==> config.mk <==
export PLATFORM = sky130hd
export DESIGN_NAME = pc_fetch_unit
export DESIGN_NICKNAME = d
export VERILOG_FILES = /design/src/rtl/pc_fetch_unit.sv
export SDC_FILE = /design/constraint.sdc
export NUM_CORES = 1
export LEC_CHECK = 0
export ABC_CLOCK_PERIOD_IN_PS = 2200
export CAP_MARGIN = 0
export CELL_PAD_IN_SITES_DETAIL_PLACEMENT = 1
export CELL_PAD_IN_SITES_GLOBAL_PLACEMENT = 1
export CORE_UTILIZATION = 29
export DETAILED_ROUTE_END_ITERATION = 10
export PLACE_DENSITY_LB_ADDON = 0.1
export SETUP_SLACK_MARGIN = 0.2
export SYNTH_ARGS = -nofsm -noshare
export SYNTH_HDL_FRONTEND = slang
export SYNTH_SLANG_ARGS = --single-unit
==> constraint.sdc <==
create_clock -name clk -period 2.2 [get_ports clk]
set_input_delay 0.33 -clock clk [delete_from_list [all_inputs] [get_ports clk]]
set_output_delay 0.33 -clock clk [all_outputs]
set_load 0.02 [all_outputs]
==> src/rtl/pc_fetch_unit.sv <==
// Program-counter and instruction-fetch stage. It issues word fetches over a req/ack handshake
// and delivers each instruction with its PC to decode through a one-entry valid/ready register.
module pc_fetch_unit #(
    parameter logic [31:0] RESET_PC = 32'h0000_0000
) (
    input  logic        clk,
    input  logic        rst_n,
    output logic [31:0] pc,
    input  logic [31:0] pc_plus4,
    input  logic [31:0] br_target,
    input  logic        redirect,
    input  logic        stall,
    output logic        imem_req,
    output logic [31:0] imem_addr,
    input  logic        imem_ack,
    input  logic [31:0] imem_rdata,
    output logic        if_valid,
    output logic [31:0] if_instr,
    output logic [31:0] if_pc,
    input  logic        if_ready
);

    typedef enum logic [1:0] {
        IDLE,
        FETCH,
        WAIT_ACK
    } state_t;

    state_t      state;
    state_t      state_next;
    logic        drop;
    logic        slot_free;
    logic        capture;
    logic        redirect_active;
    logic [31:0] target_aligned;

    assign imem_addr       = pc;
    assign slot_free       = !if_valid || if_ready;
    assign redirect_active = redirect && (state != IDLE);
    assign target_aligned  = br_target & ~32'd3;

    // Once a request is on the bus it stays up until acked; a redirect only marks it for discard.
    always_comb begin
        state_next = state;
        imem_req   = 1'b0;
        capture    = 1'b0;
        case (state)
            IDLE: begin
                state_next = FETCH;
            end
            FETCH: begin
                imem_req = !stall && !redirect && slot_free;
                if (imem_req && imem_ack) begin
                    capture = 1'b1;
                end else if (imem_req) begin
                    state_next = WAIT_ACK;
                end
            end
            WAIT_ACK: begin
                imem_req = 1'b1;
                if (imem_ack) begin
                    state_next = FETCH;
                    capture    = !drop && !redirect;
                end
            end
            default: begin
                state_next = IDLE;
            end
        endcase
    end

    always_ff @(posedge clk) begin
        if (!rst_n) begin
            state    <= IDLE;
            pc       <= RESET_PC;
            drop     <= 1'b0;
            if_valid <= 1'b0;
            if_instr <= 32'd0;
            if_pc    <= 32'd0;
        end else begin
            state <= state_next;
            if (redirect_active) begin
                pc       <= target_aligned;
                if_valid <= 1'b0;
            end else if (capture) begin
                pc       <= pc_plus4;
                if_valid <= 1'b1;
                if_instr <= imem_rdata;
                if_pc    <= pc;
            end else if (if_valid && if_ready) begin
                if_valid <= 1'b0;
            end
            // Repeated redirects while a discard is pending still cost only one dropped ack.
            if (state == WAIT_ACK) begin
                if (imem_ack) begin
                    drop <= 1'b0;
                end else if (redirect) begin
                    drop <= 1'b1;
                end
            end
        end
    end

endmodule

# ---- Word level (Yosys, flattened, before mapping)
# Cells that the tools add are included.
# Widths: inputs -> output; s select.
dict set report word_totals {
  ff_bits 100
  in_bits 102
  output_inout_bits 130
}
dict set report classes {
  n_eq_ne 5
  n_mux 14
  bitwise_logic 2
  reduce_logical 20
}
# op n
set ops {}
lappend ops {{$mux 32} 2}
lappend ops {{$reduce_bool 2->1} 4}
lappend ops {{$logic_and 1x1->1} 6}
lappend ops {{$mux 1} 6}
lappend ops {{$mux 2} 3}
lappend ops {{$ne 2x2->1 const B} 3}
lappend ops {{$pmux 2 s3} 1}
lappend ops {{$logic_not 1->1} 4}
lappend ops {{$pmux 1 s2} 2}
lappend ops {{$reduce_and 2->1} 2}
lappend ops {{$reduce_and 3->1} 1}
lappend ops {{$eq 2x1->1 const B} 1}
lappend ops {{$eq 2x2->1 const B} 1}
lappend ops {{$logic_not 2->1} 1}
lappend ops {{$not 1->1} 2}
lappend ops {{$reduce_or 2->1} 1}
lappend ops {{$logic_or 1x1->1} 1}

# ---- Depth between registers and ports, before layout
# Gate-level depths: netlist of the first run.
dict set report logic_depth {
  word_depth 8
  mapped_depth 8
}

# ---- Worst setup path before layout of the first run
# OpenSTA, ideal clock, no wires.
dict set report synth_timing {
  path_type {reg2reg}
  start {register state[0]}
  end {register if_pc[10]}
  setup_time_ns 0.070
  arrival_time_ns 1.626
  required_time_ns 2.130
  path_slack_ns 0.504
  stages_incl_launch_ff 8
  n_path_buf 2
  period_less_slack_ns 1.696
  path_cell_list {dfxtp_1 inv_1 ha_1 nand2_1 clkbuf_1 clkbuf_1 o21ai_1 a21oi_1}
}
dict set report synth_via {
  elab_chain_cells 4
  elab_cells_between_ends 7
  cone_classes {2 x eq/ne; 1 x mux; 1 x bitwise; 3 x reduce/logical}
}
# element line_no
set synth_rtl {}
lappend synth_rtl {{from (decl)} 29} ;# state_t state;
lappend synth_rtl {{from (signal assigned)} 81} ;# state <= state_next;
lappend synth_rtl {{parallel branches: the longest is 3 deep, another holds $eq 2x2->1} -}
lappend synth_rtl {{$reduce_and 2->1 (no source line) (*)} -}
lappend synth_rtl {{to (signal assigned)} 89} ;# if_pc <= pc;
lappend synth_rtl {{to (decl)} 19} ;# output logic [31:0] if_pc,
# Every way passes the cells marked *.
# A chain may end at the register's enable or synchronous reset.

# ---- Worst setup path in the final report of the first run
dict set report layout_timing {
  start {register state[1]}
  end {output imem_req}
}
dict set report layout_via {
  elab_chain_cells 2
  elab_cells_between_ends 3
  cone_classes {2 x eq/ne; 1 x mux}
}
# element line_no
set layout_rtl {}
lappend layout_rtl {{$eq 2x2->1 or $eq 2x1->1 (tied branches)} 47} ;# case (state)
lappend layout_rtl {{$pmux 1 s2 (*)} 47}
lappend layout_rtl {{to (decl)} 13} ;# output logic imem_req,
# Every way passes the cells marked *; elsewhere a longest branch is shown, timed or not.

==> impl_metrics.py, run 1 <==
metrics = {
    "run_status": {
        "outcome": "completed",
    },
    "clock_network": {
        "htree_levels": 3,
        "numCtsBuffers": 9,
        "root_buffer": "clkbuf_16",
        "cts_tree": "built",
        "clock-sinks": 100,
        "cts.clk_slew.worst_paths_ns": 0.07,
        "cts_max_path_buffers": 2,
        "clock_latency_ns": 0.35,
    },
    "yosys": {
        "ys_async_sr_fraction": 0,
        "yosysSeqAreaShare": 0.435,
        "syn_avg_cell_area_um2": 9.05,
        "synthesis.nets": 615,
        "syn-cell-area_um2": 4600,
        "synth_cells": 508,
        "synth.distinct_cells": 30,
        "yosys_warnings": 0,
        "synth_flop_cell": "dfxtp_1",
        "synth-edff-count": 0,
        "synth.ff_latch_count": 100,
    },
    "finish": {
        "fin_cells": 904,
        "mostFrequentLayoutCells": "clkdlybuf4s50_1, dfxtp_1, nand3_1, a21oi_1, o21ai_0",
        "final_util": 0.475,
        "insertedDiodeCount": 0,
        "drive_gt1_frac": 0.0750,
        "fin_nets": 795,
        "final_common_cell": "clkdlybuf4s50_1",
        "area_growth_pct": 58.2,
        "finalInstanceArea_um2": 7270,
    },
    "critical_path": {
        "critPathMaxFanout": 4,
        "crit_arrival_ns": 1.55,
        "path_class": "reg2out",
        "start_kind": "flop",
        "worst-r2r-cell-count": 7,
        "worstPathRequired_ns": 1.87,
        "endpoint_kind": "output pin",
    },
    "hold_path": {
        "holdPathStages": 2,
        "min_path_type": "reg2reg",
    },
    "floorplan": {
        "start_util": 0.300,
        "rows": 45,
        "die_w_um": 128,
        "die_h_um": 128,
        "dieArea_um2": 16400,
        "io_pins": 232,
        "core_area_um2": 15300,
    },
    "power": {
        "leakage_nw": 2.33,
        "power_density_nw_per_um2": 890,
        "peakVddDrop_mv": 0.435,
        "power_mw": 6.47,
    },
    "grt": {
        "antenna_found_initial": 0,
        "grt_max_degree": 60,
        "first_global_vias": 4590,
        "track_usage": 0.201,
        "grt_overflow": 0,
        "grt_pass1_wl_um": 25600,
    },
    "flow_run": {
        "maxCapViolCount": 0,
    },
    "timing": {
        "hold_viol": 0,
        "setup_slack_ns": 0.316,
        "final.min_clock_period_ns": 1.88,
        "worst_pin_slew_ns": 0.448,
        "fmax_mhz": 531,
        "setup_violations": 0,
        "slew_headroom": 0.694,
        "final_max_slew_viol_count": 0,
        "grt_setup_unrepaired": "true",
        "period_share": 0.856,
        "fin_tns_setup_ns": 0,
        "hold_slack_ns": 0.479,
        "finClkSkew_ns": 0.00856,
    },
    "drt": {
        "wl_per_cell_um": 18.9,
        "route.detailed.drc": 0,
        "viasPerCell": 5.15,
        "routed_wl_um": 17000,
        "drtIter0Drc": 235,
        "drt_first_pass_iters": 4,
        "drtAntennaViolNets": 0,
        "num_vias": 4652,
    },
    "placed_design": {
        "dp_slack_ns": -0.00143,
        "placed_cells": 883,
        "io_buffers": 229,
        "dpl_cell_area_um2": 6900,
        "place_hpwl_um": 11700,
        "gp_congestion": 0.741,
    },
}
[per-layer routing]
layer,global-route usage,part of all wire,vias to the layer above
met2,0.339,0.48,152
met3,0.0455,0.063,20
li1,-,-,2222
met1,0.251,0.44,2258
met4,0.0747,0.018,0
met5,0,0,-
[cell families (layout without fill, tap and decap cells)]
logic type,Yosys count,count (layout),share of synthesized area
DFF,100,100,0.435
AOI/OAI and AO/OA,200,200,0.268
buffers and inverters,91,276,0.123
adders and majority gates,5,5,0.0136
and+or+nand+nor,80,80,0.0896
muxes,32,32,0.0697
[path summary, 6_finish.rpt]
path	from	slack, ns	endpoint
max reg2reg	state[1]	0.32	imem_addr[0]
min reg2reg	if_pc[24]	0.48	if_pc[24]
min	if_pc[24]	0.48	if_pc[24]
max	state[1]	0.32	imem_req
[cell type report]
cell class / count / area [µm²]
multi-input combinational: 317 / 2050
fill: 1749 / 8040
timing repair buffer: 256 / 2650
sequential: 100 / 2000
inverter: 4 / 16.3
tap: 211 / 264
clock inverter: 4 / 48.8
clock buffer: 12 / 246
[critical path: stages, from the launching register on]
cell,delay [ns]
dfxtp_1,0.39
inv_1,0.11
ha_1,0.35
a21boi_1,0.18
buf_2,0.18
[flip-flops by register name, summed over array words and instances (netlist names)]
| register | flops |
|---|---|
| if_instr | 32 |
| if_pc | 32 |
| imem_addr | 32 |
| state | 2 |
| drop | 1 |
| if_valid | 1 |
[cells in the mapped netlist, types with 2 or more instances]
| cell | instances | share of area |
|---|---|---|
| a2111oi_0 | 30 | 0.057 |
| a211oi_1 | 34 | 0.056 |
| a21oi_1 | 65 | 0.071 |
| buf_2 | 16 | 0.017 |
| buf_4 | 36 | 0.059 |
| buf_6 | 9 | 0.022 |
| clkbuf_1 | 24 | 0.020 |
| clkbuf_2 | 2 | 0.0022 |
| dfxtp_1 | 100 | 0.44 |
| ha_1 | 5 | 0.014 |
| inv_1 | 3 | 0.0024 |
| mux2i_1 | 32 | 0.070 |
| nand2_1 | 4 | 0.0033 |
| nand3_1 | 67 | 0.073 |
| o21ai_0 | 53 | 0.058 |
| o21ai_1 | 14 | 0.015 |
[power by group]
group / leakage [nW] / switching, mW / internal (mW) / total [mW]
registers: 0.810 / 0.192 / 1.98 / 2.18
logic: 1.37 / 1.51 / 1.18 / 2.70
clock network: 0.147 / 0.690 / 0.912 / 1.60
[timing repair]
item,CTS,global route
buffers inserted,0,3
cloned,0,2
setup endpoints to repair,1,22
resized for setup,7,6
hold buffers,0,0
Note: power is estimated with default switching activity, not from simulation.
==> run 2: changes to the inputs <==
--- a/config.mk
+++ b/config.mk
@@ -10,6 +10,7 @@
 export CELL_PAD_IN_SITES_DETAIL_PLACEMENT = 1
 export CELL_PAD_IN_SITES_GLOBAL_PLACEMENT = 1
 export CORE_UTILIZATION = 29
+export CTS_CLUSTER_DIAMETER = 200
 export DETAILED_ROUTE_END_ITERATION = 10
 export PLACE_DENSITY_LB_ADDON = 0.1
 export SETUP_SLACK_MARGIN = 0.2
==> results of run 2 <==
The final DEF is identical to that of run 1; final timing and power are the same.
==> run 3: changes to the inputs <==
--- a/config.mk
+++ b/config.mk
@@ -5,13 +5,15 @@
 export SDC_FILE = /design/constraint.sdc
 export NUM_CORES = 1
 export LEC_CHECK = 0
+export ABC_AREA = 1
 export ABC_CLOCK_PERIOD_IN_PS = 2200
 export CAP_MARGIN = 0
 export CELL_PAD_IN_SITES_DETAIL_PLACEMENT = 1
 export CELL_PAD_IN_SITES_GLOBAL_PLACEMENT = 1
-export CORE_UTILIZATION = 29
+export CORE_UTILIZATION = 26
 export CTS_CLUSTER_DIAMETER = 200
 export DETAILED_ROUTE_END_ITERATION = 10
+export HOLD_SLACK_MARGIN = 0.08
 export PLACE_DENSITY_LB_ADDON = 0.1
 export SETUP_SLACK_MARGIN = 0.2
 export SYNTH_ARGS = -nofsm -noshare
==> run 3 against run 2 <==
  * Sequential power is 6% higher
  * Core utilization decreased by 4.7 points
  * Combinational power shrank 1%
  * Clock power decreased by 9%
  * Area after synthesis down 7.0%
  * Wire length down 15%
  * Flip-flop and latch count did not move
  * Hold slack hardly changed
  * Critical path type unchanged
  * Largest power group unchanged
==> impl_metrics.py, run 3 <==
metrics = {
    "yosys": {
        "yosys.area_share.simple": 0.253,
        "yosysMostFrequentCell": "nor2_1",
        "synth.distinct_cells": 20,
        "synth.top_cells.by_count": "nor2_1, dfxtp_1, nand2_1",
        "ys_async_sr_fraction": 0,
        "synth_xor_area_frac": 0,
        "synth-adder-area-share": 0.0146,
        "synth_area_leader_cell": "dfxtp_1",
        "synth-edff-count": 0,
        "syn-cell-area_um2": 4280,
        "synth.ff_latch_count": 100,
        "yosys_warnings": 0,
        "yosysSeqAreaShare": 0.468,
        "synthMuxAreaShare": 0,
        "synth_compound_area_frac": 0.125,
        "synth_flop_cell": "dfxtp_1",
        "synth.top_cell.area_share": 0.468,
        "synth_cells": 587,
        "syn_avg_cell_area_um2": 7.28,
        "synthesis.nets": 694,
        "synth_top_family_by_area": "simple AND/OR/NAND/NOR gates",
        "synth_area_leaders": "dfxtp_1, nor2_1, o21ai_0",
    },
    "grt": {
        "antenna_found_initial": 0,
        "grt_max_degree": 57,
        "grt_pass1_wl_um": 22100,
        "grt_overflow": 0,
        "first_global_vias": 4367,
        "track_usage": 0.170,
    },
    "drt": {
        "drtIter0Drc": 101,
        "wl_per_cell_um": 14.6,
        "route.detailed.drc": 0,
        "num_vias": 4382,
        "viasPerCell": 4.42,
        "drt_first_pass_iters": 4,
        "routed_wl_um": 14500,
        "drtAntennaViolNets": 0,
    },
    "power": {
        "p_switching_mw": 2.37,
        "clkPwrFrac": 0.226,
        "power_density_nw_per_um2": 942,
        "swShare": 0.369,
        "power.internal_mw": 4.05,
        "leakage_nw": 2.58,
        "p_seq_frac": 0.360,
        "peakVddDrop_mv": 0.427,
        "pwr-share-comb": 0.414,
    },
    "timing": {
        "worst_pin_slew_ns": 0.388,
        "slew_headroom": 0.739,
        "final.min_clock_period_ns": 1.93,
        "period_share": 0.879,
        "finClkSkew_ns": 0.00573,
        "fmax_mhz": 517,
        "hold_viol": 0,
        "grt_setup_unrepaired": "false",
        "final_max_slew_viol_count": 0,
        "fin_tns_setup_ns": 0,
        "setup_violations": 0,
    },
    "critical_path": {
        "crit_chain": "inv_1 > ha_1 > a21boi_2 > buf_4",
        "worstPathRequired_ns": 1.87,
        "slowest_delay_ns": 0.39,
        "start_kind": "flop",
        "critPathMaxFanout": 4,
        "crit_slowest_cell": "dfxtp_1",
        "crit_arrival_ns": 1.60,
        "worst-r2r-cell-count": 10,
        "path_class": "reg2out",
        "endpoint_kind": "output pin",
    },
    "clock_network": {
        "cts_tree": "built",
        "htree_levels": 3,
        "clock-sinks": 100,
        "clock_latency_ns": 0.34,
        "cts_setup_buffers": 0,
        "hold_buffers": 0,
        "cts.clk_slew.worst_paths_ns": 0.06,
        "cts_max_path_buffers": 2,
        "root_buffer": "clkbuf_16",
        "numCtsBuffers": 9,
    },
    "finish": {
        "fin_nets": 878,
        "drive_gt1_frac": 0.0438,
        "area_growth_pct": 59.4,
        "insertedDiodeCount": 0,
        "fillers": 1909,
        "final_common_cell": "clkdlybuf4s50_1",
        "finalInstanceArea_um2": 6820,
        "mostFrequentLayoutCells": "clkdlybuf4s50_1, nor2_1, dfxtp_1, nand2_1, o21ai_0",
    },
    "floorplan": {
        "die_h_um": 130,
        "core_area_um2": 15900,
        "io_pins": 232,
        "rows": 46,
        "dieArea_um2": 17000,
        "die_w_um": 130,
        "start_util": 0.268,
    },
    "hold_path": {
        "holdPathStages": 2,
        "min_path_type": "reg2reg",
    },
    "placed_design": {
        "io_buffers": 229,
        "place_hpwl_um": 10600,
        "dpl_cell_area_um2": 6540,
        "gp_congestion": 0.747,
    },
    "run_status": {
        "outcome": "completed",
    },
    "flow_run": {
        "maxCapViolCount": 0,
    },
}
## run 3: cell count changes after synthesis, moves of 6 or more
cell,change
buf_2,-9
nand3_1,-6
a211oi_1,-34
inv_1,+36
nand2_1,+66
o21ai_1,-10
a21oi_1,-28
nor2_1,+129
mux2i_1,-32
a2111oi_0,-30
o21ai_0,+11
## run 3: logic make-up after synthesis
group,count (synthesis)
adders and majority gates,5
DFF,100
buffers and inverters,111
and+or+nand+nor,265
AOI/OAI and AO/OA,106
## run 3: cell type report
class | instances | area [µm²] | area share
sequential | 100 | 2000 | 0.294
multi-input combinational | 376 | 1680 | 0.247
clock buffer | 14 | 254 | 0.0373
timing repair buffer | 244 | 2440 | 0.358
clock inverter | 2 | 10.0 | 0.00147
inverter | 40 | 153 | 0.0224
tap | 216 | 270 | 0.0396
## run 3: worst paths after layout
| kind | from | slack [ns] | endpoint |
|---|---|---|---|
| min reg2reg | if_pc[31] | 0.48 | if_pc[31] |
| max reg2reg | state[0] | 0.48 | imem_addr[26] |
| max | state[1] | 0.27 | imem_req |
| min | if_pc[31] | 0.48 | if_pc[31] |
## run 3: critical path: cells and delay by family, from the launching register on
| family | cells | cell delay [ns] |
|---|---|---|
| flops | 1 | 0.39 |
| compound gates | 1 | 0.21 |
| fa+ha+maj | 1 | 0.37 |
| buf+inv | 2 | 0.29 |
## run 3: per-layer routing
metal | vias up | wire (µm) | global-route usage
met4 | 0 | 206 | 0.0486
met1 | 2037 | 5940 | 0.186
met5 | - | 0 | 0
li1 | 2200 | - | -
met2 | 131 | 7440 | 0.319
met3 | 14 | 928 | 0.0476
## run 3: timing repair
item,in CTS,in global routing
resized for setup,1,6
pin swaps,0,0
endpoints found under the setup margin,1,55
## run 3: power groups by stage
| stage | logic (mW) | clock network [mW] | registers (mW) |
|---|---|---|---|
| floorplan | 1.27 | 0 | 2.61 |
| global placement | 2.63 | 0 | 2.33 |
| detailed placement | 2.69 | 0 | 2.35 |
| CTS | 2.70 | 1.52 | 2.32 |
| global route | 2.91 | 1.59 | 2.35 |
| finish | 2.66 | 1.45 | 2.31 |
## run 3: through the flow
step / utilization / power, mW / worst slack, ns / std cells / hold WS, ns
2_1_floorplan: - / 3.88 / 0.259 / 587 / 0.471
5_1_grt: 0.428 / 6.85 / 0.201 / 992 / 0.506
3_5_place_dp: 0.410 / 5.04 / 0.132 / 976 / 0.473
6_report: 0.428 / 6.42 / 0.267 / 992 / 0.479
4_1_cts: 0.427 / 6.54 / 0.202 / 992 / 0.488
3_3_place_gp: 0.410 / 4.97 / 0.177 / 976 / 0.463
==> patch, RTL diff (flow settings as in run 1) <==
The 3 states of `state_t` get a one-hot encoding in 3 bits.
--- a/src/rtl/pc_fetch_unit.sv
+++ b/src/rtl/pc_fetch_unit.sv
@@ -21,8 +21,8 @@
 );
 
-    typedef enum logic [1:0] {
-        IDLE,
-        FETCH,
-        WAIT_ACK
+    typedef enum logic [2:0] {
+        IDLE     = 3'b001,
+        FETCH    = 3'b010,
+        WAIT_ACK = 3'b100
     } state_t;
 
Formal check against the unedited RTL: same outputs for any inputs over 10 cycles, from zero or initial values and one cycle with rst_n low; not proved beyond that.
==> patch against run 1 <==
  * Sequential cell count grew 1
  * Via count fell by 12%
  * Clock skew grew 0.00070 ns
  * Area after synthesis down 2.6%
  * Worst hold slack worse by 0.13 ns
  * Setup slack better by 0.037 ns
  * Highest routed layer unchanged
  * Cell area down 3.7%
  * Global-route usage shrank 2.5 points
  * Count of clock-buffer cells in the layout fell by 1
  * Critical path depth rose by 3
  * Wire length fell by 18%
Power is not compared: it rests on default switching activity, and its combinational part moved more than twofold at a synthesized area within 25%.
==> patch: results (changes against run 1) <==
* Fraction of standard cell area in multi-input logic: 28.1% (-0.032 points)
- The number of signal-net buffers in the layout was 245 (-4.3%).
* Sequential-to-total area share from yosys stat: 45.2% (+1.6 points)
- Total number of sequential cells: 101 (+1.0%)
- The non-clock inverter count in the final layout was 3 (-1).
* # resized after CTS: 3 (-4)
- Endpoint of the most critical register-to-register path: imem_addr[19]
- Fraction of final layout cells with drive strength greater than 1: 6.01% (-1.5 points)
- The data arrival time at the worst-slack endpoint is 2.06 ns (+0.51 ns).
* Top cells by area in the synthesized netlist: dfxtp_1, mux2i_1, nand2_1
- The slowest stage of the critical path is the clkdlybuf4s50_1 cell.
- Actual transition at the worst max-transition pin: 0.406 ns (-0.0411 ns)
* Final layout net count: 779 (-2.0%)
- The number of design-rule violations left by the first detailed-router iteration came to 139 (-41%).
- The longest individual stage delay on the worst path was 0.48 ns (+0.09 ns).
- The cell count after placement came to 854 (-3.3%).
- The top fanout value on the critical path is 13 (+9).
- Total global-route track usage: 17.7% (-2.5 points)
- By count the netlist is led by nand2_1, dfxtp_1, mux2i_1, buf_4.
* Clock-cell share: 4.32% (+0.26 points)
- The post-synthesis instance total was 490 (-3.5%).
* Status: completed
* Reg-to-reg startpoint: state[0]
- Worst setup path startpoint: redirect
- Number of filler instances in the final layout: 1729 (-1.1%)
* Path category of the worst min-delay check: in2reg
- Synth Area in Compound Gates: 12.8% (-14 points)
* Detailed-route wire length: 13.9 mm (-18%)
- The worst hold path terminates at state[0].
-- patch: cell types whose count changed after synthesis, sizes merged, moves of 5 or more --
cell     delta
nand2     +158
a2111oi    -30
mux2i      +32
a2bb2oi    +30
a211oi     -34
a21oi      -62
buf        -16
o21ai      -65
o22ai      +30
nand3      -66
ha          -5
-- patch: metrics by stage --
step           util, %  cell area [sq um]  TNS, ns  setup slack (ns)
2_1_floorplan        -               4480        0             0.625
4_1_cts           46.3               7010        0             0.214
3_3_place_gp      44.3               6700  -0.0252           -0.0155
6_report          46.3               7010        0             0.353
3_5_place_dp      44.3               6700   -0.110           -0.0546
5_1_grt           46.3               7010        0             0.269
-- patch: critical path: cells and delay by family --
family,cells,cell delay (ns)
simple gates,1,0.08
buf+inv,3,0.91
compound gates,3,0.74
-- patch: routing by layer --
metal	track usage [%]	vias to the layer above	share of wire, %
met1	20.9	1915	43
met2	30.0	146	48
li1	-	2010	-
met5	0	-	0
met3	4.67	19	6.4
met4	7.65	0	2.0
